===== config.mk =====
export PLATFORM = sky130hd
export DESIGN_NAME = write_pointer_full
export DESIGN_NICKNAME = d
export VERILOG_FILES = /design/src/rtl/write_pointer_full_pkg.sv /design/src/rtl/write_pointer_full_gray_to_binary.sv /design/src/rtl/write_pointer_full.sv
export SDC_FILE = /design/constraint.sdc
export NUM_CORES = 1
export LEC_CHECK = 0
export ABC_CLOCK_PERIOD_IN_PS = 3600
export CAP_MARGIN = 30
export CORE_MARGIN = 3
export CORE_UTILIZATION = 48
export CTS_CLUSTER_DIAMETER = 30
export DETAILED_ROUTE_END_ITERATION = 16
export GPL_ROUTABILITY_DRIVEN = 0
export PLACE_DENSITY = 0.81
export SLEW_MARGIN = 0
export SYNTH_ARGS = -nofsm -noshare
export SYNTH_HDL_FRONTEND = slang
export SYNTH_HIERARCHICAL = 1
export SYNTH_SLANG_ARGS = --single-unit

===== constraint.sdc =====
create_clock -name write_clk -period 3.6 [get_ports write_clk]
set_clock_uncertainty 0.1 [all_clocks]
set_input_delay 0.72 -clock write_clk [delete_from_list [all_inputs] [get_ports write_clk]]
set_output_delay 0.72 -clock write_clk [all_outputs]
set_load 0.005 [all_outputs]

===== src/rtl/write_pointer_full_pkg.sv =====
// Shared Gray/binary helpers for the async FIFO pointer stages (write-full and read-empty).
package write_pointer_full_pkg;

  localparam int DEFAULT_ADDRESS_SIZE = 3;

  function automatic logic [31:0] bin2gray(input logic [31:0] bin);
    return bin ^ (bin >> 1);
  endfunction

  function automatic logic [31:0] gray2bin(input logic [31:0] gray);
    logic [31:0] bin;
    bin = gray;
    for (int i = 1; i < 32; i++) begin
      bin = bin ^ (gray >> i);
    end
    return bin;
  endfunction

  // Full when the pointers match except the top two bits, which are inverted.
  // Both operands must be zero-extended pointers of the given width (>= 2).
  function automatic logic gray_full_match(input logic [31:0] wgray,
                                           input logic [31:0] rgray,
                                           input int          width);
    logic [31:0] mask;
    mask = 32'd3 << (width - 2);
    return wgray == (rgray ^ mask);
  endfunction

endpackage


===== src/rtl/write_pointer_full_gray_to_binary.sv =====
// Parameterised Gray-to-binary converter: each binary bit is the XOR of all Gray bits at or above it.
module gray_to_binary #(
  parameter int width = 4
) (
  input  logic [width-1:0] gray,
  output logic [width-1:0] bin
);

  assign bin[width-1] = gray[width-1];

  genvar i;
  for (i = 0; i < width - 1; i++) begin : g_bit
    assign bin[i] = ^gray[width-1:i];
  end

endmodule


===== src/rtl/write_pointer_full.sv =====
// Write-domain pointer, RAM write strobe and registered full/almost-full/level status of the async FIFO.
// Optional sticky overflow flag enabled by defining WRITE_OVERFLOW_FLAG_EN.
module write_pointer_full
  import write_pointer_full_pkg::*;
#(
  parameter int address_size       = DEFAULT_ADDRESS_SIZE,
  parameter int almost_full_margin = 2
) (
  input  logic                  write_clk,
  input  logic                  write_reset_n,
  input  logic                  write_inc,
  input  logic [address_size:0] write_to_read_pointer,
  input  logic                  write_overflow_clear,
  output logic                  write_enable,
  output logic [address_size-1:0] write_address,
  output logic [address_size:0] write_pointer,
  output logic                  write_full,
  output logic                  write_almost_full,
  output logic [address_size:0] write_level,
  output logic                  write_overflow
);

  localparam int pw    = address_size + 1;
  localparam int depth = 1 << address_size;
  localparam logic [address_size:0] af_threshold = pw'(depth - almost_full_margin);

  logic [address_size:0] bin_q;
  logic [address_size:0] bin_next;
  logic [address_size:0] gray_next;
  logic [address_size:0] rbin;
  logic [address_size:0] level_next;
  logic                  full_next;

  gray_to_binary #(.width(pw)) u_rq_g2b (
    .gray (write_to_read_pointer),
    .bin  (rbin)
  );

  // Handshake: write_inc is the producer's request; write_enable is the accept
  // strobe, high only when not full. A request is consumed on the edge where
  // write_enable is high; a refused request is dropped, not held pending.
  assign write_enable  = write_inc & ~write_full;
  assign write_address = bin_q[address_size-1:0];

  always_comb begin
    bin_next   = bin_q + {{address_size{1'b0}}, write_enable};
    gray_next  = pw'(bin2gray(32'(bin_next)));
    full_next  = gray_full_match(32'(gray_next), 32'(write_to_read_pointer), pw);
    level_next = bin_next - rbin;
  end

  always_ff @(posedge write_clk or negedge write_reset_n) begin
    if (!write_reset_n) begin
      bin_q             <= '0;
      write_pointer     <= '0;
      write_full        <= 1'b0;
      write_almost_full <= 1'b0;
      write_level       <= '0;
    end else begin
      bin_q             <= bin_next;
      write_pointer     <= gray_next;
      write_full        <= full_next;
      write_almost_full <= level_next >= af_threshold;
      write_level       <= level_next;
    end
  end

`ifdef WRITE_OVERFLOW_FLAG_EN
  // A new overflow in the same cycle as a clear wins, so no event is lost.
  always_ff @(posedge write_clk or negedge write_reset_n) begin
    if (!write_reset_n) begin
      write_overflow <= 1'b0;
    end else if (write_inc && write_full) begin
      write_overflow <= 1'b1;
    end else if (write_overflow_clear) begin
      write_overflow <= 1'b0;
    end
  end
`else
  logic unused_overflow_clear;
  assign unused_overflow_clear = write_overflow_clear;
  assign write_overflow        = 1'b0;
`endif

endmodule


==> results.yml <==
cts:
  clkLatencyLatePin_ps: 280
  postCtsSetupBuffers: 0
  cts_tree: "done"
  path_clk_slew_ps: 80
  clk_path_buf_depth: 2
  cts_hold_buf: 0
  ctsRootBufferMaster: "clkbuf_4"
  cts.sinks: 13
  htree_levels: 1
  cts_buffers: 3
  ctsResizeCount: 0
yosys:
  netlist_instances: 61
  synth_area_per_cell_um2: 12.53
  yosys.area.top_type: "dfrtp_1"
  yosysTopAreaCellShare_pct: 42.55
  synthArstFlopShare_pct: 100.0
  synth_nets: 75
  syn_area_um2: 764.5
  ys_types: 23
  yosysMostFrequentCell: "dfrtp_1"
  yosys-top-cells-area: "dfrtp_1, ha_1, xor2_1, xnor2_1, xor2_2"
  synth_edf_count: 0
  yosys_warnings: 6
  synth-seq-cells: 13
  ys_seq_area_share_pct: 42.55
  ys.flop_type: "dfrtp_1"
  synth_common_cells: "dfrtp_1, inv_1, xor2_1"
setup_path:
  crit_arrival_ps: 2980
  end_kind: "register"
  crit_path_start_kind: "input pin"
  crit_type: "in2reg"
  critical_path_required_ps: 3670
  worstPathMaxFanout: 4
global_routing:
  antenna_found_initial: 0
  grt_max_degree: 14
  top_usage_layer: "met2"
  track_usage_pct: 14.11
  grt_overflow: 0
  gr-usage-met3_pct: 4.743
  grt_pass1_wl_mm: 2.049
  grt_use_met1_pct: 19.26
  grt_pass1_vias: 466
  grtUsageMet2_pct: 20.60
power:
  power_mw: 0.9534
  p_leak_nw: 0.4676
  power_density_nw_per_um2: 958.4
  peakVddDrop_mv: 0.5460
sta:
  grt_setup_unrepaired: "no"
  finalHoldViolations: 0
  fin_hold_ws_ps: 491.8
  slew_headroom_pct: 61.50
  setup_violations: 0
  fin_crit_ps: 2910
  max_freq_mhz: 343.7
  fin_setup_tns_ps: 0
  worst_slew_pin_slew_ps: 575.7
  finalMaxSlewViolations: 0
  period_share_pct: 80.82
min_path:
  holdCritPathClass: "reg2reg"
floorplan:
  die-height_um: 45.91
  rows: 13
  die_x_um: 45.91
  io_pins: 23
  start_util_pct: 54.65
  dieArea_um2: 2108
  core_um2: 1399
run:
  drv_cap: 0
cells_and_area:
  diodes: 0
  multiInputGateArea_um2: 394.1
  design_area_um2: 994.7
  syn_to_final_growth_pct: 30.11
  drive_gt1_share_pct: 10.84
  seqCellArea_um2: 325.3
  final_cells: 98
  fillCellCount: 105
  nets: 98
detailed_routing:
  first_pass_iters: 4
  drtIter0Drc: 5
  viasPerCell: 4.867
  wl_per_cell_um: 12.26
  routed_wl_mm: 1.201
  routed-via-count: 477
  drc_errors: 0
  postRouteAntennaNets: 0
placed_design:
  port_buffers: 20
  placed_cell_area_um2: 968.4
  hpwl_um: 995.4
  dp.cells: 94
run_status:
  status: "completed"
kinds of logic after synthesis:
family / share of synthesized area [%]
adder cells (fa/ha/maj): 10.80
other: 0.4905
AND/OR/NAND/NOR: 6.710
XOR/XNOR: 25.20
multiplexers: 1.309
buffers and inverters: 5.892
flip-flops: 42.55
AO/OA/AOI/OAI: 7.037
layout make-up:
cell class,count,area share (%)
clock buffers,4,2.642
inverters,8,3.019
multi-input cells,38,39.62
flip-flops and latches,13,32.70
well taps,15,1.887
repair buffers,20,20.13
layout by cell type (no fill, tap or decap):
| master | instances |
|---|---|
| nor2b_1 | 2 |
| and4_1 | 1 |
| fa_1 | 1 |
| xor2_2 | 2 |
| inv_1 | 8 |
| mux2i_1 | 1 |
| xnor2_1 | 6 |
| xor3_1 | 1 |
| dfrtp_1 | 13 |
| nor3b_2 | 1 |
| nor2_1 | 2 |
| o21ai_1 | 1 |
| a21boi_4 | 1 |
| a21oi_1 | 1 |
| a21bo_2 | 1 |
| conb_1 | 1 |
| clkbuf_4 | 3 |
| clkdlybuf4s50_1 | 20 |
| xor2_1 | 7 |
| nand3_2 | 1 |
| clkbuf_1 | 1 |
| a32oi_1 | 1 |
| o22ai_1 | 1 |
| xnor3_1 | 1 |
| ha_1 | 5 |
path summary, 6_finish.rpt:
path,from,endpoint,slack [ps],depth (start not counted)
max in group asynchronous,write_reset_n,write_full$_DFF_PN0_,2320,1
worst min register to register,bin_q[3]$_DFF_PN0_,bin_q[3]$_DFF_PN0_,490,1
min in group asynchronous,write_reset_n,write_level[0]$_DFF_PN0_,700,1
worst max-delay path,write_inc,write_almost_full$_DFF_PN0_,690,9
worst max register to register,write_full$_DFF_PN0_,write_almost_full$_DFF_PN0_,1220,8
worst min-delay path,bin_q[3]$_DFF_PN0_,bin_q[3]$_DFF_PN0_,490,1
registers in the layout, summed over array words and instances, names as in the netlist:
name / flops
write_level: 4
write_pointer: 3
write_almost_full: 1
write_full: 1
bin_q: 4
routing by layer:
metal / share of wire [%] / routed length (um) / vias up
met5: 0 / 0 / -
li1: - / - / 239
met2: 44 / 523 / 16
met4: 1.7 / 20 / 0
met1: 47 / 562 / 219
met3: 7.9 / 95 / 3
power breakdown:
group / total (mW) / switching [mW] / internal, mW / leakage [nW]
Sequential: 0.271 / 0.0452 / 0.226 / 0.153
Clock: 0.0905 / 0.0474 / 0.0430 / 0.0150
Combinational: 0.592 / 0.248 / 0.344 / 0.300
stage by stage:
step / utilization [%] / setup WS [ps]
finish: 71.11 / 690.4
global route: 71.11 / 513.5
CTS: 71.11 / 672.1
detailed placement: 69.23 / 376.4
global placement: 69.23 / 455.2
floorplan: - / 1037
worst max-delay path: stages:
cell and delay [ps]:
clkdlybuf4s50_1 450, nor2b_1 180, ha_1 260, ha_1 300, xor2_2 270, ha_1 310
o21ai_1 170, nor3b_2 240, o22ai_1 90
Power figures use the tool's default switching activity.
